--- src/rtl/race_sequencer.sv ---
`default_nettype none
// ============================================================================
// Module      : race_sequencer
// Description : Race controller for two physics engines. Generates the game
//               tick, the shared game state, a one-cycle physics reset, the
//               start countdown, per-car lap counting (checkpoint then finish
//               line), pause handling and winner detection.
// Revision    : 1.0 - initial release
// ============================================================================
module race_sequencer #(
  parameter int         CLK_FREQ  = 100_000_000,
  parameter int         TICK_HZ   = 60,
  parameter int         COUNT_SEC = 3,
  parameter int         LAPS      = 3,
  parameter logic [9:0] FIN_X0    = 10'd0,
  parameter logic [9:0] FIN_X1    = 10'd20,
  parameter logic [9:0] FIN_Y0    = 10'd100,
  parameter logic [9:0] FIN_Y1    = 10'd140,
  parameter logic [9:0] CP_X0     = 10'd280,
  parameter logic [9:0] CP_X1     = 10'd320,
  parameter logic [9:0] CP_Y0     = 10'd100,
  parameter logic [9:0] CP_Y1     = 10'd140
) (
  input  logic       clk,
  input  logic       rst,
  input  logic       start_btn,
  input  logic       pause_btn,
  input  logic [9:0] p1_x,
  input  logic [9:0] p1_y,
  input  logic [9:0] p2_x,
  input  logic [9:0] p2_y,
  output logic       game_tick,
  output logic [2:0] state,
  output logic       phys_rst,
  output logic [1:0] countdown,
  output logic [3:0] p1_lap,
  output logic [3:0] p2_lap,
  output logic [1:0] winner
);

  // --------------------------------------------------------------------------
  // Derived constants
  // --------------------------------------------------------------------------
  localparam int c_TICK_DIV = CLK_FREQ / TICK_HZ;
  localparam int c_TW       = (c_TICK_DIV > 1) ? $clog2(c_TICK_DIV) : 1;
  localparam int c_SW       = (TICK_HZ > 1) ? $clog2(TICK_HZ) : 1;

  localparam logic [c_TW-1:0] c_TICK_LAST  = c_TW'(c_TICK_DIV - 1);
  localparam logic [c_TW-1:0] c_TICK_ONE   = c_TW'(1);
  localparam logic [c_SW-1:0] c_SEC_LAST   = c_SW'(TICK_HZ - 1);
  localparam logic [c_SW-1:0] c_SEC_ONE    = c_SW'(1);
  localparam logic [1:0]      c_COUNT_INIT = 2'(COUNT_SEC);
  localparam logic [3:0]      c_LAPS       = 4'(LAPS);

  // Game state encoding shared with the physics engines
  localparam logic [2:0] c_ST_IDLE   = 3'd0;
  localparam logic [2:0] c_ST_COUNT  = 3'd1;
  localparam logic [2:0] c_ST_RACE   = 3'd4;
  localparam logic [2:0] c_ST_PAUSE  = 3'd5;
  localparam logic [2:0] c_ST_FINISH = 3'd6;

  // --------------------------------------------------------------------------
  // Registers
  // --------------------------------------------------------------------------
  logic [c_TW-1:0] r_tick_cnt;
  logic [2:0]      r_state;
  logic [c_SW-1:0] r_sec;
  logic [1:0]      r_countdown;
  logic            r_phys_rst;
  logic [3:0]      r_lap [2];
  logic [1:0]      r_cp;
  logic [1:0]      r_winner;

  // --------------------------------------------------------------------------
  // Combinational control
  // --------------------------------------------------------------------------
  logic       w_tick;
  logic       w_start_race;
  logic       w_restart;
  logic       w_clear;
  logic       w_race_tick;
  logic       w_sec_wrap;
  logic       w_count_done;
  logic       w_finish;

  logic [9:0] w_car_x [2];
  logic [9:0] w_car_y [2];
  logic [1:0] w_in_cp;
  logic [1:0] w_in_fin;
  logic [1:0] w_lap_step;
  logic [1:0] w_done;
  logic [3:0] w_lap_nx [2];

  // Inclusive unsigned rectangle test; wrapped negative coordinates are
  // simply large values and fall outside both zones.
  function automatic logic in_rect(
    input logic [9:0] x,
    input logic [9:0] y,
    input logic [9:0] x0,
    input logic [9:0] x1,
    input logic [9:0] y0,
    input logic [9:0] y1
  );
    return (x >= x0) && (x <= x1) && (y >= y0) && (y <= y1);
  endfunction

  assign w_tick       = (r_tick_cnt == c_TICK_LAST);
  assign w_start_race = (r_state == c_ST_IDLE) && start_btn;
  assign w_restart    = (r_state == c_ST_FINISH) && start_btn;
  assign w_clear      = w_start_race || w_restart;
  assign w_race_tick  = (r_state == c_ST_RACE) && w_tick;

  // The last tick of each second rolls the seconds counter; the roll that
  // takes the countdown from 1 to 0 also starts the race.
  assign w_sec_wrap   = (r_state == c_ST_COUNT) && w_tick && (r_sec == c_SEC_LAST);
  assign w_count_done = w_sec_wrap && (r_countdown == 2'd1);

  assign w_car_x[0] = p1_x;
  assign w_car_y[0] = p1_y;
  assign w_car_x[1] = p2_x;
  assign w_car_y[1] = p2_y;

  // Per-car zone detection and next-lap value. A lap only counts when the
  // car reaches the finish zone after having visited the checkpoint, and the
  // count never goes past the target.
  for (genvar gi = 0; gi < 2; gi++) begin : g_car
    assign w_in_cp[gi]    = in_rect(w_car_x[gi], w_car_y[gi], CP_X0, CP_X1, CP_Y0, CP_Y1);
    assign w_in_fin[gi]   = in_rect(w_car_x[gi], w_car_y[gi], FIN_X0, FIN_X1, FIN_Y0, FIN_Y1);
    assign w_lap_step[gi] = w_race_tick && w_in_fin[gi] && r_cp[gi] && (r_lap[gi] != c_LAPS);
    assign w_lap_nx[gi]   = r_lap[gi] + {3'b000, w_lap_step[gi]};
    assign w_done[gi]     = (w_lap_nx[gi] == c_LAPS);
  end

  // Finish is judged on the lap values about to be written, so the state
  // change and the winner land on the same edge as the deciding lap.
  assign w_finish = (r_state == c_ST_RACE) && (|w_done);

  // --------------------------------------------------------------------------
  // Sequential logic
  // --------------------------------------------------------------------------

  // Free-running tick divider, active in every state
  always_ff @(posedge clk or negedge rst) begin
    if (!rst) begin
      r_tick_cnt <= '0;
    end else if (w_tick) begin
      r_tick_cnt <= '0;
    end else begin
      r_tick_cnt <= r_tick_cnt + c_TICK_ONE;
    end
  end

  // Game state machine
  always_ff @(posedge clk or negedge rst) begin
    if (!rst) begin
      r_state <= c_ST_IDLE;
    end else begin
      case (r_state)
        c_ST_IDLE: begin
          if (start_btn) r_state <= c_ST_COUNT;
        end
        c_ST_COUNT: begin
          if (w_count_done) r_state <= c_ST_RACE;
        end
        c_ST_RACE: begin
          if (w_finish) begin
            r_state <= c_ST_FINISH;
          end else if (pause_btn) begin
            r_state <= c_ST_PAUSE;
          end
        end
        c_ST_PAUSE: begin
          if (pause_btn) r_state <= c_ST_RACE;
        end
        c_ST_FINISH: begin
          if (start_btn) r_state <= c_ST_IDLE;
        end
        default: r_state <= c_ST_IDLE;
      endcase
    end
  end

  // Countdown seconds and the sub-second tick counter behind them
  always_ff @(posedge clk or negedge rst) begin
    if (!rst) begin
      r_sec       <= '0;
      r_countdown <= 2'd0;
    end else if (w_start_race) begin
      r_sec       <= '0;
      r_countdown <= c_COUNT_INIT;
    end else if (w_sec_wrap) begin
      r_sec       <= '0;
      r_countdown <= r_countdown - 2'd1;
    end else if ((r_state == c_ST_COUNT) && w_tick) begin
      r_sec <= r_sec + c_SEC_ONE;
    end
  end

  // Physics reset pulses only on the edge that leaves IDLE for COUNTDOWN
  always_ff @(posedge clk or negedge rst) begin
    if (!rst) begin
      r_phys_rst <= 1'b0;
    end else begin
      r_phys_rst <= w_start_race;
    end
  end

  // Lap counters and checkpoint flags; frozen outside RACE ticks
  always_ff @(posedge clk or negedge rst) begin
    if (!rst) begin
      for (int i = 0; i < 2; i++) begin
        r_lap[i] <= 4'd0;
      end
      r_cp <= 2'b00;
    end else if (w_clear) begin
      for (int i = 0; i < 2; i++) begin
        r_lap[i] <= 4'd0;
      end
      r_cp <= 2'b00;
    end else if (w_race_tick) begin
      for (int i = 0; i < 2; i++) begin
        r_lap[i] <= w_lap_nx[i];
        if (w_in_cp[i]) begin
          r_cp[i] <= 1'b1;
        end else if (w_lap_step[i]) begin
          r_cp[i] <= 1'b0;
        end
      end
    end
  end

  // Winner: bit 0 is car 1, bit 1 is car 2, both set on a tie
  always_ff @(posedge clk or negedge rst) begin
    if (!rst) begin
      r_winner <= 2'd0;
    end else if (w_clear) begin
      r_winner <= 2'd0;
    end else if (w_finish) begin
      r_winner <= {w_done[1], w_done[0]};
    end
  end

  // --------------------------------------------------------------------------
  // Outputs
  // --------------------------------------------------------------------------
  assign game_tick = w_tick;
  assign state     = r_state;
  assign phys_rst  = r_phys_rst;
  assign countdown = r_countdown;
  assign p1_lap    = r_lap[0];
  assign p2_lap    = r_lap[1];
  assign winner    = r_winner;

endmodule
`default_nettype wire

--- config.mk ---
export PLATFORM = sky130hd
export DESIGN_NAME = race_sequencer
export DESIGN_NICKNAME = d
export VERILOG_FILES = /design/src/rtl/race_sequencer.sv
export SDC_FILE = /design/constraint.sdc
export NUM_CORES = 1
export LEC_CHECK = 0
export ABC_AREA = 0
export CAP_MARGIN = 20
export CORE_AREA = 2 2 55 108
export CTS_CLUSTER_DIAMETER = 60
export DETAILED_ROUTE_END_ITERATION = 6
export DIE_AREA = 0 0 57 110
export PLACE_DENSITY = 0.83
export SLEW_MARGIN = 20
export SYNTH_ARGS = -nofsm -noshare
export SYNTH_HDL_FRONTEND = slang
export SYNTH_SLANG_ARGS = --single-unit
--- constraint.sdc ---
create_clock -name clk -period 4.1 [get_ports clk]
set_input_delay 0.82 -clock clk [delete_from_list [all_inputs] [get_ports clk]]
set_output_delay 0.82 -clock clk [all_outputs]
set_load 0.05 [all_outputs]
======== After elaboration in Yosys (flattened, before gate mapping) ========
Cells that the tools add are included.
cells by class
  divide/modulo/power cells ............... 0
  equality and inequality tests ........... 16
  bitwise logic cells ..................... 0
  add/subtract/negate cells ............... 5
  muxes and demuxes ....................... 23
  magnitude comparators ................... 12
  reduce and logical (&&, ||, !) cells .... 37
  $mul .................................... 0
  shift-type cells ........................ 0
operators by type and width
  cell                     number
  $logic_and A1 B1 Y1      25
  $add A21 B1 Y21 const B  1
  $eq A21 B21 Y1 const B   1
  $mux W21                 1
  $ge A10 B1 Y1 const B    2
  $ge A10 B7 Y1 const B    2
  $ge A10 B9 Y1 const B    2
  $le A10 B5 Y1 const B    2
  $le A10 B8 Y1 const B    2
  $le A10 B9 Y1 const B    2
  $mux W3                  6
  $mux W6                  3
  $mux W8                  2
  $pmux W3 S5              1
  $mux W2                  6
  $eq A3 B3 Y1 const B     3
  $reduce_bool A3 Y1       3
  $add A4 B1 Y4            2
  $eq A4 B2 Y1 const B     2
  $ne A2 B2 Y1 const B     4
  $ne A4 B2 Y1 const B     2
  $add A6 B1 Y6 const B    1
  $eq A6 B6 Y1 const B     1
  $reduce_bool A2 Y1       3
  10 further kinds         14
word-level totals
  output and inout port bits .............. 17
  bits in writable memories ............... 0
  memories kept ........................... 0
  logic and storage cells ................. 103
  register bits after elaboration ......... 45
  memory bits (read-only) ................. 0
  input bits .............................. 44
  latch bits .............................. 0

======== Logic depth before layout (Yosys ltp) ========
Gate-level depths: netlist (run 1).
  depth after elaboration ................. 13
  depth in mapped cells ................... 12
  gate-level depth less buffers ........... 12

======== Least setup slack after synthesis (run 1) ========
Ideal clock, no wire load.
  kind .................................... register to register
  start ................................... register r_state[0], in the netlist state[0]
  end ..................................... register r_state[0], in the netlist state[0]
  data required time ...................... 3.974 ns
  clock period less this slack ............ 3.205 ns
  path buffers ............................ 0
  data arrival time ....................... 3.079 ns
  path slack .............................. 0.895 ns
  setup time .............................. 0.126 ns
  stages on the path, launching flop included .. 12
  path through ............................ dfrtp_1 -> nand2b_1 -> nand2b_1 -> or3_4 -> nor4_2 -> ha_1 -> ha_1 -> a21boi_0 -> a21oi_1 -> o22ai_1 -> a31oi_1 -> a311o_1
between the ends
  longest elaborated chain between the ends .. 11
  elaborated cells on any way between the ends .. 29
  classes of those cells .................. add/sub: 2; eq/ne: 11; mux: 2; reduce/logical: 14
RTL lines
  what                                                        line           text
  start: declaration                                          66             logic [2:0] r_state;
  start signal: assignment                                    156            r_state <= c_ST_IDLE;
  start signal: assignment                                    160            if (start_btn) r_state <= c_ST_COUNT;
  start signal: assignment                                    163            if (w_count_done) r_state <= c_ST_RACE;
  $eq A3 B3 Y1                                                111, 136, 158
  $logic_and A1 B1 Y1                                         111            assign w_race_tick = (r_state == c_ST_RACE) && w_tick;
  $logic_and A1 B1 Y1 (3 in a row)                            129            assign w_lap_step[gi] = w_race_tick && w_in_fin[gi] && r_cp[gi] && (r_lap[gi] != c_LAPS);
  $add A4 B1 Y4                                               130            assign w_lap_nx[gi] = r_lap[gi] + {3'b000, w_lap_step[gi]};
  $eq A4 B2 Y1                                                131            assign w_done[gi] = (w_lap_nx[gi] == c_LAPS);
  $reduce_or A2 Y1                                            136            assign w_finish = (r_state == c_ST_RACE) && (|w_done);
  $logic_and A1 B1 Y1                                         136
  $ne A3 B3 Y1 (no line) or $mux W3 (tied branches)           -
  $reduce_and A5 Y1 (no line) or $pmux W3 S5 (tied branches)  -
Parallel ways exist; a longest one is shown, timed or not.
A chain may end at the register's enable or synchronous reset.

======== Final worst setup path (run 1) ========
  start ................................... input p1_x[4]
  end ..................................... register r_state[0], in the netlist state[0]
between the ends
  longest elaborated chain between the ends .. 13
  elaborated cells on any way between the ends .. 16
  classes of those cells .................. add/sub: 1; order compare: 2; eq/ne: 2; mux: 2; reduce/logical: 9
RTL lines
  what                                                        line  text
  start: declaration                                          28    input logic [9:0] p1_x,
  $ge A10 B1 Y1 or $le A10 B5 Y1 (tied branches)              104   return (x >= x0) && (x <= x1) && (y >= y0) && (y <= y1);
  $logic_and A1 B1 Y1 (*) (3 in a row)                        104
  $logic_and A1 B1 Y1 (*) (3 in a row)                        129
  $add A4 B1 Y4 (*)                                           130
  $eq A4 B2 Y1 (*)                                            131
  $reduce_or A2 Y1 (*)                                        136
  $logic_and A1 B1 Y1 (*)                                     136
  $ne A3 B3 Y1 (no line) or $mux W3 (tied branches)           -
  $reduce_and A5 Y1 (no line) or $pmux W3 S5 (tied branches)  -
Every way passes the cells marked *; elsewhere a longest branch is shown, timed or not.

==> impl_metrics.ini, run 1 <==
[pwr]
p_sw_share_pct = 24.9
power_frac_clock_pct = 33.6
peakVddDrop_v = 0.000274
power.internal_uw = 622
p_leak_nw = 1.39
p_seq_share_pct = 55.2
power.density_nw_per_um2 = 245
p_switching_uw = 206
power_frac_comb_pct = 11.2

[cts]
htreeDepth = 2
post_cts_resized = 0
cts_hold_buf = 0
insertion_delay_ns = 0.31
cts-root-buf = clkbuf_8
clock_sinks = 45
cts_buffer_depth = 2
cts_setup_buffers = 0
clk_pin_slew_ns = 0.09
numCtsBuffers = 5
cts_tree = built

[global_route]
antenna_found_initial = 0
grt_util_all_layers_pct = 23.2
grt_overflow_total = 0
grt_pass1_vias = 2461
grt_pass1_wl_mm = 11.2
grt_max_degree = 46

[yosys]
async_flop_share_pct = 100
ys_seq_area_share_pct = 42.7
synth_seq_cells = 45
netlist_instances = 283
ys_types = 53
ys.warnings.count = 0
synth_top_flop_cell = dfrtp_1
synth-edff-count = 0
avgSynthCellArea_um2 = 9.32
synth_area_um2 = 2640
synth.net_count = 335

[critical_path]
crit_arrival_ns = 3.67
required_ns = 4.30
critPathMaxStageDelay_ns = 0.54
reg2reg_depth = 11
r2r_start = r_tick_cnt[2]
r2r_slack_ns = 0.69
crit_fanout = 5
critical_path.startpoint = p1_x[4]
r2r-end = state[0]
cp_cell_sequence = clkdlybuf4s50_1 -> a2111oi_0 -> nand4b_1 -> nor4_2 -> ha_1 -> ha_1 -> a21boi_0 -> a21oi_1 -> o22ai_1 -> a31oi_1 -> a311o_1
crit_path_top_delay_cell = a2111oi_0
crit_path_end_kind = register
cp_num_buf_inv = 1
setup.worst_path.class = input pin to register
crit_top_cell = ha_1
crit_path_start_kind = input pin
critPathTopFamily = compound AO/OA/AOI/OAI gates

[cells_and_area]
drive_above_1_share_pct = 5.76
fin_nets = 398
antennaDiodeCount = 0
final_cell_mix = clkdlybuf4s50_1, dfrtp_1, nor2_1
final_common_cell = clkdlybuf4s50_1
area_growth_syn_to_layout_pct = 28.4

[detailed_routing]
drc = 0
finalWirelength_mm = 6.61
drt_iter0_drc = 93
ant_nets = 0
firstDrtPassIters = 4
num_vias = 2392
viasPerCell = 5.88
wl_per_cell_um = 16.3

[floorplanning]
core_area_um2 = 5420
die-area_um2 = 6270
die_x_um = 57
ioPinCount = 61
die_h_um = 110
initial_utilization_pct = 48.7
placementRows = 38

[timing]
finalHoldViolations = 0
finalSetupTns_ns = 0
setup_viol = 0
relSlewSlack_pct = 28.3
fin_worst_skew_ns = 0.00752
fin_crit_ns = 3.47
final.setup.worst_slack_ns = 0.634
min_period_over_period_pct = 84.5
finalMaxSlewViolations = 0
max_freq_mhz = 288
max_slew.worst_pin.slew_ns = 1.07
rsz0062_at_grt = no

[placed_design]
hpwl_mm = 5.08
pre_cts_ws_ns = 0.302
port-buffer-count = 60
gp_congestion = 0.817

[run]
drv_cap = 0

[hold_path]
min_path_type = input pin to async pin

[status]
status = finished clean
[kinds of logic after synthesis]
kind of cell | synth area share [%]
AOI/OAI and AO/OA | 13.0
xor gates and xnor gates | 5.31
adders and majority gates | 3.80
buffers and inverters | 2.61
DFF | 42.7
muxes | 3.42
and+or+nand+nor | 29.2
[synthesized netlist by cell type (2+ instances only)]
library cell | number | share of area, %
and4_1 | 2 | 0.66
and2_1 | 4 | 0.95
a21oi_1 | 13 | 2.5
nand4_1 | 5 | 1.2
o21ai_0 | 20 | 3.8
or3_1 | 2 | 0.47
nand4_4 | 2 | 1.6
and3_1 | 5 | 1.2
nor4b_1 | 2 | 0.66
o211ai_1 | 4 | 1.1
xnor2_1 | 10 | 3.3
ha_1 | 8 | 3.8
a31oi_1 | 2 | 0.47
nor2_1 | 30 | 4.3
mux2i_1 | 9 | 3.4
nand3_1 | 16 | 3.0
dfrtp_1 | 45 | 43
nor3_4 | 2 | 1.2
nand4b_1 | 3 | 1.0
nand2_1 | 26 | 3.7
nand2b_1 | 6 | 1.4
clkbuf_1 | 4 | 0.57
inv_1 | 13 | 1.9
nor3_1 | 11 | 2.1
nand3b_1 | 2 | 0.57
xor2_1 | 6 | 2.0
or4_1 | 2 | 0.57
and4b_1 | 3 | 1.1
and4bb_2 | 2 | 0.95
[sequential cells by signal, summed over array words and instances (netlist names)]
| register | cells |
|---|---|
| r_sec | 6 |
| state | 3 |
| phys_rst | 1 |
| winner | 2 |
| r_tick_cnt | 21 |
| countdown | 2 |
| r_cp | 2 |
| p1_lap | 4 |
| p2_lap | 4 |
[power by group through the flow]
stage | Sequential, mW | Clock [mW] | Combinational, mW
2_1_floorplan | 0.475 | 0 | 0.0189
3_3_place_gp | 0.465 | 0 | 0.0911
3_5_place_dp | 0.466 | 0 | 0.0935
4_1_cts | 0.457 | 0.285 | 0.0938
5_1_grt | 0.459 | 0.301 | 0.102
6_report | 0.457 | 0.278 | 0.0929
[layer usage]
layer  up-vias  track usage, %  wire length [um]
met5         -               0                 0
met4         0            10.6               137
met3        11            4.43               298
met2        62            45.3              3780
met1      1164            22.7              2400
li1       1155               -                 -
[metrics by stage]
| step | instances | cell area (um^2) | power, mW | util, % | hold WS (ns) |
|---|---|---|---|---|---|
| 5_1_grt | 407 | 3390 | 0.862 | 62.5 | 0.531 |
| 6_report | 407 | 3390 | 0.828 | 62.5 | 0.495 |
| 3_3_place_gp | 399 | 3300 | 0.557 | 60.8 | 0.469 |
| 3_5_place_dp | 399 | 3300 | 0.559 | 60.8 | 0.495 |
| 4_1_cts | 407 | 3380 | 0.835 | 62.4 | 0.508 |
| 2_1_floorplan | 283 | 2640 | 0.493 | - | 0.449 |
[worst max path at each step]
stage | endpoint | cells after the start
after detailed placement | state[0] | 11
after CTS | state[0] | 11
final | state[0] | 11
after global routing | state[0] | 11
after floorplan | state[0] | 11
after global placement | state[0] | 11
[area by class of cell]
cell class	count	area (um^2)
multi-input cells	220	1440
inverters	13	48.8
repair buffers	61	606
clock buffers	6	72.6
well taps	60	75.1
clock inverters	2	15.0
flip-flops and latches	45	1130
fillers	474	2030
(Power assumes the default switching activity.)
==> run 2: changes to the inputs <==
==> constraint.sdc (replaced) <==
create_clock -name clk -period 3.52 [get_ports clk]
set_input_delay 0.704 -clock clk [delete_from_list [all_inputs] [get_ports clk]]
set_output_delay 0.704 -clock clk [all_outputs]
set_load 0.05 [all_outputs]
==> impl_metrics.ini, run 2 (same netlist as run 1, synthesis figures left out) <==
[cells_and_area]
regMostFlops = r_tick_cnt
multi_input_area_um2 = 1450
final_cell_mix = clkdlybuf4s50_1, dfrtp_1, nor2_1
register_area_um2 = 1130
final_common_cell = clkdlybuf4s50_1
area_growth_syn_to_layout_pct = 31.3
drive_above_1_share_pct = 8.22
num-fill-cells = 434
antennaDiodeCount = 0
final_util_pct = 63.9
largestRegisters = r_tick_cnt x21, r_sec x6
largest_reg_flops = 21
fin_nets = 404

[critical_path]
crit_fanout = 3
crit_path_end_kind = register
required_ns = 3.71
crit_path_top_delay_cell = clkdlybuf4s50_1
setup.worst_path.class = input pin to register
crit_path_start_kind = input pin
critPathMaxStageDelay_ns = 0.44
crit_arrival_ns = 3.46
cp_num_buf_inv = 2
cp_cell_sequence = clkdlybuf4s50_1 -> a2111oi_2 -> buf_4 -> nand4b_1 -> nor4_2 -> ha_1 -> ha_1 -> a21boi_0 -> a21oi_1 -> o22ai_1 -> a31oi_1 -> a311o_1
critPathTopFamily = compound AO/OA/AOI/OAI gates
crit_top_cell = ha_1

[floorplanning]
ioPinCount = 61
die_h_um = 110
initial_utilization_pct = 48.7
core_area_um2 = 5420
die_x_um = 57
placementRows = 38
die-area_um2 = 6270

[cts]
clock_sinks = 45
post_cts_resized = 0
cts_hold_buf = 0
insertion_delay_ns = 0.30
htreeDepth = 2
cts_setup_buffers = 0
cts_buffer_depth = 2
cts-root-buf = clkbuf_8
numCtsBuffers = 5
cts_tree = built
clk_pin_slew_ns = 0.09

[pwr]
total_power_mw = 1.04
power.internal_uw = 798
power.density_nw_per_um2 = 299
p_seq_share_pct = 51.4
power_frac_comb_pct = 10.7
peakVddDrop_v = 0.000325
power_frac_clock_pct = 38.0
p_sw_share_pct = 23.0
p_leak_nw = 1.43
p_switching_uw = 238

[timing]
relSlewSlack_pct = 37.7
rsz0062_at_grt = no
finalHoldViolations = 0
finalMaxSlewViolations = 0
fin_worst_skew_ns = 0.00886
finalSetupTns_ns = 0
max_freq_mhz = 306
max_slew.worst_pin.slew_ns = 0.933
setup_viol = 0
fin_crit_ns = 3.27
final.setup.worst_slack_ns = 0.252
min_period_over_period_pct = 92.8

[detailed_routing]
finalWirelength_mm = 6.67
viasPerCell = 5.78
firstDrtPassIters = 4
num_vias = 2389
drt_iter0_drc = 79
ant_nets = 0
wl_per_cell_um = 16.1
drc = 0

[placed_design]
gp_congestion = 0.826
hpwl_mm = 5.18
pre_cts_ws_ns = -0.162
port-buffer-count = 60

[global_route]
grt_util_all_layers_pct = 21.8
grt_max_degree = 46
antenna_found_initial = 0
grt_overflow_total = 0
grt_pass1_wl_mm = 10.7
grt_pass1_vias = 2433

[status]
status = finished clean

[run]
drv_cap = 0

[hold_path]
min_path_type = input pin to async pin
-- run 2: cell count changes in the layout (fill, tap and decap cells not counted), sizes merged --
cell	before	now
clkinvlp	2	1
bufinv	0	1
clkbuf	6	5
clkdlybuf4s50	59	58
buf	2	9
clkinv	0	1
-- run 2: final timing paths --
path,startpoint,endpoint,slack (ns),depth (start not counted)
max in group asynchronous,rst,r_tick_cnt[15],2.75,1
setup / recovery,p1_x[4],state[0],0.25,12
hold / removal,rst,r_cp[1],0.40,1
hold reg to reg,r_tick_cnt[18],r_tick_cnt[18],0.50,1
setup reg to reg,r_tick_cnt[2],state[0],0.30,11
min in group clk,r_tick_cnt[18],r_tick_cnt[18],0.50,1
-- run 2: stage by stage --
step           hold slack, ns  area, um^2  std cells
3_5_place_dp            0.485        3340        405
6_report                0.398        3460        413
5_1_grt                 0.442        3460        413
2_1_floorplan           0.408        2640        283
3_3_place_gp            0.474        3340        405
4_1_cts                 0.499        3450        413
-- run 2: final cells by class --
| type | count | area share [%] |
|---|---|---|
| well taps | 60 | 2.17 |
| repair buffers | 67 | 18.7 |
| multi-input cells | 220 | 41.9 |
| flip-flops and latches | 45 | 32.5 |
| inverters | 13 | 1.41 |
| clock buffers | 5 | 1.99 |
| clock inverters | 3 | 1.34 |
-- run 2: worst register-to-register path: stages (launching register included) --
cell and delay [ns]:
dfrtp_1 0.44, and4bb_1 0.35, nand4_4 0.12, or3_4 0.43
nor4_2 0.37, ha_1 0.26, ha_1 0.18, a21boi_0 0.17
a21oi_1 0.09, o22ai_1 0.20, a31oi_1 0.14, a311o_1 0.37
-- run 2: routing by layer --
layer | routed length [um] | GRT usage (%) | up-vias
met1 | 2460 | 21.3 | 1151
li1 | - | - | 1157
met5 | 0 | 0 | -
met4 | 172 | 8.97 | 0
met2 | 3790 | 43.7 | 65
met3 | 249 | 3.15 | 16
-- run 2: power groups by stage --
stage | clock network, mW | registers, mW | logic, mW
after floorplan | 0 | 0.553 | 0.0220
after global placement | 0 | 0.542 | 0.108
after detailed placement | 0 | 0.543 | 0.110
after CTS | 0.404 | 0.533 | 0.111
after global routing | 0.424 | 0.534 | 0.119
final | 0.394 | 0.533 | 0.111
==> run 3: changes to the inputs <==
--- a/config.mk
+++ b/config.mk
@@ -11,6 +11,7 @@
 export CTS_CLUSTER_DIAMETER = 60
 export DETAILED_ROUTE_END_ITERATION = 6
 export DIE_AREA = 0 0 57 110
+export GPL_ROUTABILITY_DRIVEN = 0
 export PLACE_DENSITY = 0.83
 export SLEW_MARGIN = 20
 export SYNTH_ARGS = -nofsm -noshare
==> constraint.sdc (replaced) <==
create_clock -name clk -period 3.6 [get_ports clk]
set_input_delay 0.72 -clock clk [delete_from_list [all_inputs] [get_ports clk]]
set_output_delay 0.72 -clock clk [all_outputs]
set_load 0.05 [all_outputs]
==> impl_metrics.ini, run 3 (same netlist as run 1, synthesis figures left out) <==
[status]
status = finished clean

[cells_and_area]
final_cell_mix = clkdlybuf4s50_1, dfrtp_1, nor2_1
largest_reg_flops = 21
register_area_um2 = 1130
largestRegisters = r_tick_cnt x21, r_sec x6
final_common_cell = clkdlybuf4s50_1
antennaDiodeCount = 0
multi_input_area_um2 = 1440
area_growth_syn_to_layout_pct = 30.4
fin_nets = 404
drive_above_1_share_pct = 7.93
regMostFlops = r_tick_cnt
final_util_pct = 63.4
num-fill-cells = 441

[critical_path]
setup.worst_path.class = input pin to register
crit_path_top_delay_cell = a2111oi_1
crit_arrival_ns = 3.54
crit_fanout = 3
required_ns = 3.79
r2r_slack_ns = 0.39
reg2reg_depth = 11
worstSetupPathDepth = 12
r2r_start = r_tick_cnt[17]
cp_cell_sequence = clkdlybuf4s50_1 -> a2111oi_1 -> buf_4 -> nand4b_1 -> nor4_2 -> ha_1 -> ha_1 -> a21boi_0 -> a21oi_1 -> o22ai_1 -> a31oi_1 -> a311o_1
critPathTopFamily = compound AO/OA/AOI/OAI gates
critPathMaxStageDelay_ns = 0.46
critical_path.startpoint = p1_x[4]
crit_path_start_kind = input pin
crit_path_end_kind = register
r2r-end = state[0]
crit_top_cell = ha_1
cp-endpoint = state[0]
cp_num_buf_inv = 2

[global_route]
grt_pass1_vias = 2457
groute.layer.met2.usage_pct = 42.1
grt_util_all_layers_pct = 21.5
antenna_found_initial = 0
grt.busiest_layer = met2
grt_max_degree = 46
grt_use_met1_pct = 20.6
grt_pass1_wl_mm = 10.6
grt_overflow_total = 0
use_met3_pct = 4.43

[timing]
min_period_over_period_pct = 93.0
max_slew.worst_pin.slew_ns = 0.969
final.setup.worst_slack_ns = 0.252
setup_viol = 0
fin_crit_ns = 3.35
max_freq_mhz = 299
rsz0062_at_grt = no
relSlewSlack_pct = 35.3
fin_worst_skew_ns = 0.0109
finalMaxSlewViolations = 0
finalHoldViolations = 0

[floorplanning]
placementRows = 38
initial_utilization_pct = 48.7
die-area_um2 = 6270
die_h_um = 110
ioPinCount = 61
core_area_um2 = 5420
die_x_um = 57

[detailed_routing]
viasPerCell = 5.81
wl_per_cell_um = 15.9
num_vias = 2400
drc = 0
firstDrtPassIters = 4
ant_nets = 0
finalWirelength_mm = 6.56
drt_iter0_drc = 110

[cts]
cts_hold_buf = 0
cts_setup_buffers = 0
cts-root-buf = clkbuf_8
clock_sinks = 45
numCtsBuffers = 5
insertion_delay_ns = 0.30
htreeDepth = 2
cts_buffer_depth = 2
post_cts_resized = 0
clk_pin_slew_ns = 0.09
cts_tree = built

[placed_design]
port-buffer-count = 60
pre_cts_ws_ns = -0.101
hpwl_mm = 5.16

[run]
drv_cap = 0

[hold_path]
min_path_type = input pin to async pin

[pwr]
p_leak_nw = 1.43
peakVddDrop_v = 0.000321
power.density_nw_per_um2 = 278
[run 3: cell types whose count changed in the layout (fill, tap and decap cells not counted), sizes merged]
cell / change
bufinv: -1
clkbuf: +1
clkinv: +1
clkinvlp: -1
[run 3: through the flow]
stage / cell area (um^2) / setup TNS, ns / hold WS (ns) / std cells / power (mW)
after floorplan: 2640 / 0 / 0.424 / 283 / 0.562
after global placement: 3340 / 0 / 0.473 / 405 / 0.635
after detailed placement: 3340 / -0.113 / 0.485 / 405 / 0.639
after CTS: 3430 / 0 / 0.498 / 413 / 0.964
after global routing: 3440 / 0 / 0.454 / 413 / 0.989
final: 3440 / 0 / 0.404 / 413 / 0.957
[run 3: area by class of cell]
cell class                 count  area share, %
multi-input combinational    220           42.0
clock buffer                   6           2.40
inverter                      13           1.42
clock inverter                 2          0.400
tap                           60           2.18
sequential                    45           32.8
timing repair buffer          67           18.9
[run 3: worst min-delay path by stage]
stage                         from        endpoint  slack, ns
detailed placement  r_tick_cnt[18]  r_tick_cnt[18]       0.48
finish                         rst       p2_lap[2]       0.40
global placement    r_tick_cnt[16]  r_tick_cnt[16]       0.47
CTS                 r_tick_cnt[18]  r_tick_cnt[18]       0.50
floorplan                      rst    countdown[0]       0.42
global route                   rst        phys_rst       0.45
[run 3: power breakdown]
group	total (mW)	switching, mW	internal (mW)
registers	0.520	0.00838	0.512
logic	0.107	0.0468	0.0605
clock network	0.329	0.174	0.156
total	0.957	0.229	0.728
[run 3: metal layers]
layer	routed length (um)	up-vias
met5	0	-
met4	172	0
met3	293	15
met2	3680	71
met1	2420	1151
li1	-	1163
